## src/rtl/rr_arb_mux_pkg.sv

```systemverilog
// Shared helpers for the round-robin arbiter blocks: channel-index width
// derivation and per-channel slice offset into a flattened bus.
package rr_arb_mux_pkg;

  function automatic int idx_bits(input int n);
    return (n <= 2) ? 1 : $clog2(n);
  endfunction

  function automatic int lane_lsb(input int ch, input int w);
    return ch * w;
  endfunction

endpackage

```

## src/rtl/rr_arb_mux_pick.sv

```systemverilog
// Rotating-priority picker: first set req bit scanning from ptr upward,
// wrapping at CHANNELS-1 without relying on power-of-two overflow.
module rr_pick
  import rr_arb_mux_pkg::*;
#(
  parameter int CHANNELS = 4,
  parameter int SIZE     = idx_bits(CHANNELS)
) (
  input  logic [CHANNELS-1:0] req,
  input  logic [SIZE-1:0]     ptr,
  output logic [SIZE-1:0]     idx,
  output logic                any
);

  logic [SIZE:0] pos;

  always_comb begin
    idx = '0;
    any = 1'b0;
    pos = '0;
    for (int k = 0; k < CHANNELS; k++) begin
      pos = {1'b0, ptr} + (SIZE+1)'(k);
      if (pos >= (SIZE+1)'(CHANNELS)) pos = pos - (SIZE+1)'(CHANNELS);
      if (!any && req[pos[SIZE-1:0]]) begin
        any = 1'b1;
        idx = pos[SIZE-1:0];
      end
    end
  end

endmodule

```

## src/rtl/rr_arb_mux.sv

```systemverilog
// Registered N:1 mux with round-robin channel selection, valid/ready per
// channel, one output register stage, optional packet lock.
module rr_arb_mux
  import rr_arb_mux_pkg::*;
#(
  parameter int WIDTH    = 8,
  parameter int CHANNELS = 4,
  parameter int LOCK     = 0,
  parameter int SIZE     = idx_bits(CHANNELS)
) (
  input  logic                      clk,
  input  logic                      rst,
  input  logic [CHANNELS*WIDTH-1:0] in,
  input  logic [CHANNELS-1:0]       in_valid,
  input  logic [CHANNELS-1:0]       in_last,
  output logic [CHANNELS-1:0]       in_ready,
  output logic [WIDTH-1:0]          out,
  output logic [SIZE-1:0]           out_sel,
  output logic                      out_last,
  output logic                      out_valid,
  input  logic                      out_ready
);

  logic [SIZE-1:0]     ptr, lock_ch, g;
  logic                locked, any, load, xfer;
  logic [CHANNELS-1:0] lock_mask, cand, gnt_oh;

  assign load = !out_valid || out_ready;

  always_comb begin
    lock_mask = '0;
    lock_mask[lock_ch] = 1'b1;
    gnt_oh = '0;
    gnt_oh[g] = 1'b1;
  end

  // While a packet is open only its channel may compete, even when idle.
  assign cand = (LOCK != 0 && locked) ? (in_valid & lock_mask) : in_valid;

  rr_pick #(.CHANNELS(CHANNELS), .SIZE(SIZE)) u_pick (
    .req (cand),
    .ptr (ptr),
    .idx (g),
    .any (any)
  );

  assign xfer     = load && any;
  assign in_ready = (!rst && xfer) ? gnt_oh : '0;

  always_ff @(posedge clk or posedge rst) begin
    if (rst) begin
      out       <= '0;
      out_sel   <= '0;
      out_last  <= 1'b0;
      out_valid <= 1'b0;
      ptr       <= '0;
      locked    <= 1'b0;
      lock_ch   <= '0;
    end else begin
      if (xfer) begin
        out       <= in[lane_lsb(int'(g), WIDTH) +: WIDTH];
        out_sel   <= g;
        out_last  <= in_last[g];
        out_valid <= 1'b1;
        ptr       <= (g == SIZE'(CHANNELS-1)) ? '0 : g + SIZE'(1);
      end else if (out_ready) begin
        out_valid <= 1'b0;
      end
      if (LOCK != 0 && xfer) begin
        if (!locked && !in_last[g]) begin
          locked  <= 1'b1;
          lock_ch <= g;
        end else if (locked && in_last[g]) begin
          locked  <= 1'b0;
        end
      end
    end
  end

endmodule

```

## config.mk

```make
export PLATFORM = sky130hd
export DESIGN_NAME = rr_arb_mux
export DESIGN_NICKNAME = d
export VERILOG_FILES = /design/src/rtl/rr_arb_mux_pkg.sv /design/src/rtl/rr_arb_mux_pick.sv /design/src/rtl/rr_arb_mux.sv
export SDC_FILE = /design/constraint.sdc
export NUM_CORES = 1
export LEC_CHECK = 0
export ABC_AREA = 1
export CAP_MARGIN = 10
export CORE_MARGIN = 1.5
export CORE_UTILIZATION = 44
export CTS_BUF_LIST = sky130_fd_sc_hd__clkbuf_16
export DETAILED_ROUTE_END_ITERATION = 10
export GPL_ROUTABILITY_DRIVEN = 0
export PLACE_DENSITY = 0.86
export SLEW_MARGIN = 20
export SYNTH_ARGS = -nofsm -noshare
export SYNTH_HDL_FRONTEND = slang
export SYNTH_SLANG_ARGS = --single-unit
```

## constraint.sdc

```tcl
create_clock -name clk -period 6.2 [get_ports clk]
set_clock_uncertainty 0.1 [all_clocks]
set_input_delay 1.24 -clock clk [delete_from_list [all_inputs] [get_ports clk]]
set_output_delay 1.24 -clock clk [all_outputs]
set_load 0.005 [all_outputs]
```

; Yosys cells after proc, flatten, opt, wreduce, memory -nomap -nowiden
; Index checks and enable logic that the tools add are counted.
[word_totals]
register_bits = 14
in_bits = 43
wordCells = 66
[classes]
n_addsub = 8
n_lt_le_gt_ge = 10
eq_ne = 1
shifts = 1
n_mux = 28
n_reduce_logical = 13
[ops]
columns = operator, n
row1 = indexed part select 32 x 6 -> 8 bit, 1
row2 = two-way mux 2 bit, 9
row3 = "< comparator 2 x 3 -> 1 bit, second input constant", 5
row4 = two-way mux 1 bit, 12
row5 = binary-select mux 1 bit (select 2 bit), 5
row6 = ">= comparator 3 bit, second input constant", 3
row7 = "subtractor 2 x 1 -> 2 bit, second input constant", 4
row8 = "adder 2 x 2 -> 3 bit, second input constant", 2
row9 = logical AND 1 bit, 6
row10 = logical NOT 1 bit, 5
row11 = two-way mux 4 bit, 1
row12 = "adder 2 x 1 -> 3 bit, second input constant", 1
row13 = ">= comparator 2 x 3 -> 1 bit, second input constant", 1
row14 = "adder 2 x 1 -> 2 bit, second input constant", 1
row15 = demux 1 bit (select 2 bit), 1
row16 = "equality test 2 bit, second input constant", 1
row17 = ">= comparator 2 x 1 -> 1 bit, second input constant", 1
row18 = nonzero test 2 bit, 1
row19 = logical OR 1 bit, 1

; Logic depth before layout (Yosys ltp)
; Gate-level depths: netlist (run 1).
[depth]
word_depth = 19
ltp_mapped = 14
ltp_nobuf = 13

; By module
; Synthesis (run 1) repeated with hierarchy kept, for this count alone.
[unflattened]
cells_unflattened = 238
area_unflattened_um2 = 1391.3
[by_module_without_submodules]
columns = module, instances, cells_per_inst, area_per_inst_um2, seq_area_each_um2
row1 = rr_arb_mux, 1, 179, 1072.3, 350.3
row2 = rr_pick, 1, 59, 319.1, 0.0

; Worst setup path before layout (run 1)
; No wires, ideal clock.
[synth_timing]
path_type = input to output
from = input in_valid[3]
to = output in_ready[3]
t_arrival_ns = 2.392
required_ns = 4.860
slack_ns = 2.468
path_stages = 13
cell_sequence = inv_1 nand2_1 nand3_1 nand2_2 nor2_4 nand3_2 nand2_4 nand2_4 buf_6 inv_2 ha_1 inv_1 nor2_1
[synth_between]
elab_chain_cells = 17
elab_cells_between_ends = 30
[synth_rtl]
columns = item, line_no
row1 = from (decl), rr_arb_mux.sv:14  ; input logic [CHANNELS-1:0] in_valid,
row2 = binary-select mux 1 bit (select 2 bit), rr_arb_mux_pick.sv:24  ; if (!any && req[pos[SIZE-1:0]]) begin
row3 = two-way mux 1 bit (implied by the code), rr_arb_mux_pick.sv:24
row4 = two-way mux 1 bit, rr_arb_mux_pick.sv:24
row5 = logical NOT 1 bit, rr_arb_mux_pick.sv:24
row6 = logical AND 1 bit, rr_arb_mux_pick.sv:24
row7 = two-way mux 1 bit, rr_arb_mux_pick.sv:24
row8 = logical NOT 1 bit, rr_arb_mux_pick.sv:24
row9 = logical AND 1 bit, rr_arb_mux_pick.sv:24
row10 = two-way mux 1 bit, rr_arb_mux_pick.sv:24
row11 = logical NOT 1 bit, rr_arb_mux_pick.sv:24
row12 = logical AND 1 bit, rr_arb_mux_pick.sv:24
row13 = two-way mux 2 bit, rr_arb_mux_pick.sv:24
row14 = < comparator 2 x 3 -> 1 bit (implied by the code) or >= comparator 2 x 1 -> 1 bit (tied branches), rr_arb_mux.sv:34  ; gnt_oh[g] = 1'b1;
row15 = logical AND 1 bit (implied by the code), rr_arb_mux.sv:34
row16 = two-way mux 1 bit (implied by the code), rr_arb_mux.sv:34
row17 = demux 1 bit (select 2 bit), rr_arb_mux.sv:34
row18 = two-way mux 4 bit *, rr_arb_mux.sv:48  ; assign in_ready = (!rst && xfer) ? gnt_oh : '0;
row19 = to (decl), rr_arb_mux.sv:16  ; output logic [CHANNELS-1:0] in_ready,
; Mark *: on every way between the ends. The rest lies on a longest branch, timed or not. The select of a mux whose other input is x is not followed.

; Worst setup path in the final report (run 1)
[layout_timing]
from = input in_valid[1]
to = output in_ready[2]
; The elaborated chain is that of the path after synthesis.

==> flow_summary.json, run 1 <==
{
  "status": "complete, no violations",
  "setup_viol": 0,
  "synth_xor_area_share_pct": 0,
  "area_growth_pct": 51.6,
  "grt_pass1_vias": 1301,
  "diodes": 0,
  "firstDrtPassIters": 4,
  "cp-end-kind": "output port",
  "clkTransAtPathRegs_ps": 50,
  "cp_num_buf_inv": 3,
  "worstSkewPairLatency_ps": 240,
  "vdd_drop_max_uv": 433,
  "utilization_pct": 69.2,
  "port_buffers": 58,
  "ant_nets": 0,
  "cts_hold_buf": 0,
  "synth_top_area_share_pct": 28.3,
  "fin_crit_sh_pct": 79.5,
  "finalWirelength_mm": 3.18,
  "synthTopCellsByCount": "nand2_1 (74), nand3_1 (41), inv_1 (18), dfrtp_1 (14), nand3b_1 (10)",
  "layout-drive-gt1-share_pct": 8.43,
  "synth_compound_area_share_pct": 2.63,
  "syn_nets": 238,
  "ys_async_sr_fraction_pct": 100,
  "cpLargestDelayFamily": "simple AND/OR/NAND/NOR gates",
  "yosysTopAreaCell": "dfrtp_1",
  "place_area_um2": 1800,
  "ys_ff_latch": 14,
  "die-height_um": 56.0,
  "crit_chain": "clkdlybuf4s50_1 -> inv_1 -> nand2_1 -> nand3_1 -> nand2_2 -> a21oi_1 -> nand2_2 -> nand2_4 -> nand2_2 -> nor3_1 -> clkdlybuf4s50_1",
  "cpMostUsedCell": "nand2_2",
  "drtIter0Drc": 38,
  "yosys.cell_count.top_type": "nand2_1",
  "fin_area_um2": 1870,
  "cp_max_fo": 21,
  "synthMuxAreaShare_pct": 0,
  "leakagePower_uw": 0.000918,
  "power.density_nw_per_um2": 565,
  "grt.total_usage_pct": 21.3,
  "cp-start-kind": "primary input",
  "ys_warn_count": 0,
  "cts_root_buf": "clkbuf_16",
  "antenna_found_initial": 0,
  "hold_violations": 0,
  "synth.area.top_cells": "dfrtp_1 (28%), nand2_1 (22%), nand3_1 (17%)",
  "cts_sinks": 14,
  "coreArea_um2": 2710,
  "postCtsSetupBuffers": 0,
  "synth_seq_area_share_pct": 28.3,
  "viasPerCell": 5.09,
  "grt_pass1_wl_mm": 5.49,
  "finalSetupTns_ps": 0,
  "syn_area_um2": 1240,
  "rsz0062_at_grt": "no",
  "h-tree-depth": 1,
  "die_width_um": 56.0,
  "nNetsFinal": 294,
  "fmax_mhz": 203,
  "wl_per_cell_um": 11.4,
  "grt_max_degree": 22,
  "slew_headroom_pct": 61.4,
  "arrival_ps": 3590,
  "start_util_pct": 45.6,
  "path_class": "in2out",
  "synth-simple-area-share_pct": 55.9,
  "cts_buffers": 3,
  "clockBufferDepth": 2,
  "synth_flop_cell": "dfrtp_1",
  "io_pins": 59,
  "cp_slowest_cell": "clkdlybuf4s50_1",
  "synth_cells": 194,
  "cts_tree": "built",
  "reg2reg_setup_slack_ps": 3740,
  "synth.distinct_cells": 22,
  "synth_top_family_by_area": "simple AND/OR/NAND/NOR gates",
  "synth-edff-count": 0,
  "die-area_um2": 3140,
  "rr_worst_depth": 12,
  "dpl.hpwl_mm": 2.44,
  "syn_area_per_cell_um2": 6.37,
  "required_ps": 4860,
  "rows": 19,
  "slowest_delay_ps": 550,
  "maxSlewViolCount": 0,
  "vias": 1424,
  "worst_slew_pin_slew_ps": 579,
  "finalCriticalPeriod_ps": 4930,
  "hold_class": "reg2reg",
  "crit_cells": 11,
  "max_cap_viol_count": 0,
  "synth_fa_ha_area_share_pct": 1.01,
  "finalPower_uw": 1060,
  "grt_remaining_overflow": 0,
  "drcViolationCount": 0,
  "ctsResizeCount": 0,
  "min_path_cells": 2
}
per-layer routing:
layer	GRT usage [%]	share of wire, %	routed length (um)	vias to the layer above
met5	0	0	0	-
met3	3.95	5.7	182	8
met1	25.9	41	1290	639
li1	-	-	-	728
met2	39.2	52	1660	49
met4	4.08	1.5	48	0
registers in the layout, summed over array words and instances (netlist names):
signal / cells
out: 8
out_last: 1
out_sel: 2
out_valid: 1
ptr: 2
path summary, 6_finish.rpt:
path,startpoint,endpoint
setup reg to reg,ptr[0],ptr[1]
setup / recovery,in_valid[1],in_ready[2]
min in group asynchronous,rst,out[7]
hold / removal,out_sel[1],out_sel[1]
hold reg to reg,out_sel[1],out_sel[1]
max in group asynchronous,rst,out[5]
layout make-up:
cell class                      count  area, um2
Tap cell                           31       38.8
Inverter                           22       82.6
Timing Repair Buffer               59        588
Sequential cell                    14        350
Clock buffer                        3       75.1
Clock inverter                      1       3.75
Fill cell                         227        836
Multi-Input combinational cell    150        736
layout by cell type, fill, tap and decap left out, drive strengths merged:
master / Yosys / layout
nor2: 7 / 7
a21oi: 1 / 1
o21ai: 4 / 4
nand2: 81 / 81
clkinv: 0 / 1
o21a: 1 / 1
nand3: 42 / 42
ha: 1 / 1
clkbuf: 0 / 3
buf: 8 / 1
inv: 22 / 22
nor3: 3 / 3
clkdlybuf4s50: 0 / 58
nand3b: 10 / 10
dfrtp: 14 / 14
metrics by stage:
stage               setup slack (ps)  instances  hold slack [ps]
detailed placement              1270        276              373
global placement                1310        276              365
global route                    1050        280              411
CTS                             1260        280              385
floorplan                       2470        194              376
finish                          1270        280              380
tightest hold or removal path: stages, from the launching register on:
cell,delay [ps]
dfrtp_1,340
nand2_1,50
o21ai_0,50
power breakdown:
group	total (uW)	leakage (uW)	internal, uW	switching [uW]
Clock	123	0.0000385	85.3	37.6
Sequential	179	0.000169	144	35.1
Combinational	758	0.000711	304	454
logic make-up (layout without fill, tap and decap cells):
group	Yosys count	in the layout
fa+ha+maj	1	1
buf+inv	30	85
compound gates	6	6
flops	14	14
simple gates	143	143
(Power assumes the default switching activity.)
==> run 2, diff against run 1 <==
--- a/config.mk
+++ b/config.mk
@@ -8,11 +8,11 @@
 export ABC_AREA = 1
 export CAP_MARGIN = 10
 export CORE_MARGIN = 1.5
-export CORE_UTILIZATION = 44
+export CORE_UTILIZATION = 37
 export CTS_BUF_LIST = sky130_fd_sc_hd__clkbuf_16
 export DETAILED_ROUTE_END_ITERATION = 10
 export GPL_ROUTABILITY_DRIVEN = 0
-export PLACE_DENSITY = 0.86
+export PLACE_DENSITY = 0.77
 export SLEW_MARGIN = 20
 export SYNTH_ARGS = -nofsm -noshare
 export SYNTH_HDL_FRONTEND = slang
==> constraint.sdc (replaced) <==
create_clock -name clk -period 4.28 [get_ports clk]
set_clock_uncertainty 0.1 [all_clocks]
set_input_delay 0.856 -clock clk [delete_from_list [all_inputs] [get_ports clk]]
set_output_delay 0.856 -clock clk [all_outputs]
set_load 0.005 [all_outputs]
==> run 2 against run 1 <==
Total power rose by 48%; critical endpoint is now in_ready[3]; sequential power rose by 47%; largest power group unchanged; utilization fell by 7.5 points; sequential share of layout area fell by 0.39 points; worst hold slack improved by 15 ps; combinational power rose by 50%; count of clock-buffer cells in the layout did not move; setup slack got worse by 1100 ps; critical path depth rose by 3; wire length rose by 7.8%; die area rose by 18%; highest routed layer unchanged.
==> flow_summary.json, run 2 (synthesized netlist as in run 1, its figures left out) <==
{
  "cts_buffers": 3,
  "viasPerCell": 4.80,
  "hold_violations": 0,
  "cts_sinks": 14,
  "cts_root_buf": "clkbuf_16",
  "leakagePower_uw": 0.000933,
  "grt_pass1_wl_mm": 5.37,
  "io_pins": 59,
  "diodes": 0,
  "rsz0062_at_grt": "no",
  "grt_max_degree": 22,
  "die-area_um2": 3700,
  "final_common_cell": "nand2_1",
  "cp-start-kind": "primary input",
  "drtIter0Drc": 36,
  "hold_class": "reg2reg",
  "maxSlewViolCount": 0,
  "vdd_drop_max_uv": 412,
  "dp_cells": 292,
  "power.density_nw_per_um2": 821,
  "ant_nets": 0,
  "worst_slew_pin_slew_ps": 383,
  "finalSetupTns_ps": 0,
  "cpLargestDelayFamily": "buffers and inverters",
  "vias": 1416,
  "finalPower_uw": 1570,
  "slowest_delay_ps": 480,
  "setup_viol": 0,
  "rows": 20,
  "cp_slowest_cell": "clkdlybuf4s50_1",
  "cts_hold_buf": 0,
  "cp_max_fo": 13,
  "h-tree-depth": 1,
  "largestRegisters": "out: 8 flops, out_sel: 2 flops, ptr: 2 flops",
  "grt_pass1_vias": 1316,
  "largest_reg_flops": 8,
  "final_cells": 295,
  "coreArea_um2": 3100,
  "worstSkewPairLatency_ps": 240,
  "layout_common_cells": "nand2_1 (74), clkdlybuf4s50_1 (58), nand3_1 (41), inv_1 (18), dfrtp_1 (14)",
  "clkTransAtPathRegs_ps": 40,
  "max_cap_viol_count": 0,
  "area_growth_pct": 54.9,
  "finalCriticalPeriod_ps": 4080,
  "cp-end-kind": "output port",
  "clockBufferDepth": 2,
  "drcViolationCount": 0,
  "path_class": "in2out",
  "grt.total_usage_pct": 19.1,
  "utilization_pct": 61.7,
  "regMostFlops": "out",
  "die_width_um": 60.8,
  "layout-drive-gt1-share_pct": 9.56,
  "slew_headroom_pct": 74.5,
  "dpl.hpwl_mm": 2.58,
  "start_util_pct": 39.8,
  "antenna_found_initial": 0,
  "cp_num_buf_inv": 5,
  "nNetsFinal": 297,
  "cts_tree": "built",
  "firstDrtPassIters": 4,
  "required_ps": 3320,
  "cpMostUsedCell": "inv_1",
  "finalWirelength_mm": 3.43,
  "die-height_um": 60.8,
  "arrival_ps": 3120,
  "wl_per_cell_um": 11.6,
  "grt_remaining_overflow": 0,
  "fin_hold_ws_ps": 395,
  "fmax_mhz": 245,
  "status": "complete, no violations",
  "crit_chain": "clkdlybuf4s50_1 -> inv_1 -> nand2_1 -> nand3_1 -> nand2_2 -> nor2_4 -> nand3_1 -> nand2_1 -> nor2_4 -> inv_1 -> ha_1 -> inv_1 -> nor2_1 -> clkdlybuf4s50_1",
  "port_buffers": 58,
  "fin_crit_sh_pct": 95.3
}
[run 2: changes by cell type in the layout (fill, tap and decap cells not counted)]
cell | before | now
nor2_2 | 1 | 0
nor2_4 | 2 | 3
buf_4 | 1 | 4
clkinv_1 | 1 | 0
[run 2: cell type report]
type | count | area (um2)
fill | 305 | 1190
multi-input combinational | 150 | 741
timing repair buffer | 62 | 611
sequential | 14 | 350
inverter | 22 | 82.6
clock buffer | 3 | 75.1
tap | 44 | 55.1
[run 2: worst min-delay path: stages (launching register included)]
cell	delay (ps)
dfrtp_1	340
nand2_1	60
o21ai_0	60
[run 2: per-stage QoR]
stage	area, um2	setup slack (ps)
6_report	1910	199
5_1_grt	1910	51.0
4_1_cts	1910	189
3_5_place_dp	1830	-22.1
3_3_place_gp	1830	91.3
2_1_floorplan	1240	1320
[run 2: layer usage]
layer  up-vias  routed length, um  part of all wire (%)  global-route usage (%)
met1       633               1510                    44                    24.1
met2        41               1700                    50                    32.7
met3         8                163                   4.8                    3.84
li1        734                  -                     -                       -
met4         0                 61                   1.8                    6.21
met5         -                  0                     0                       0
[run 2: final timing paths]
| path | slack (ps) | start | end | depth (start not counted) |
|---|---|---|---|---|
| max | 200 | in_valid[3] | in_ready[3] | 14 |
| min | 400 | out_sel[1] | out_sel[1] | 2 |
| max reg2reg | 1880 | ptr[0] | ptr[1] | 12 |
| min reg2reg | 400 | out_sel[1] | out_sel[1] | 2 |
| max in group asynchronous | 2990 | rst | out[2] | 3 |
| min in group asynchronous | 930 | rst | out_last | 3 |
[run 2: what timing repair did]
| item | in CTS | in global routing |
|---|---|---|
| buffers inserted | 0 | 0 |
| gates resized for setup | 1 | 0 |
| endpoints found under the setup margin | 1 | 0 |
[run 2: where the power goes]
group	switching (uW)	total (uW)	internal [uW]
logic	679	1140	457
registers	54.7	263	209
clock network	50.1	172	122
total	784	1570	787
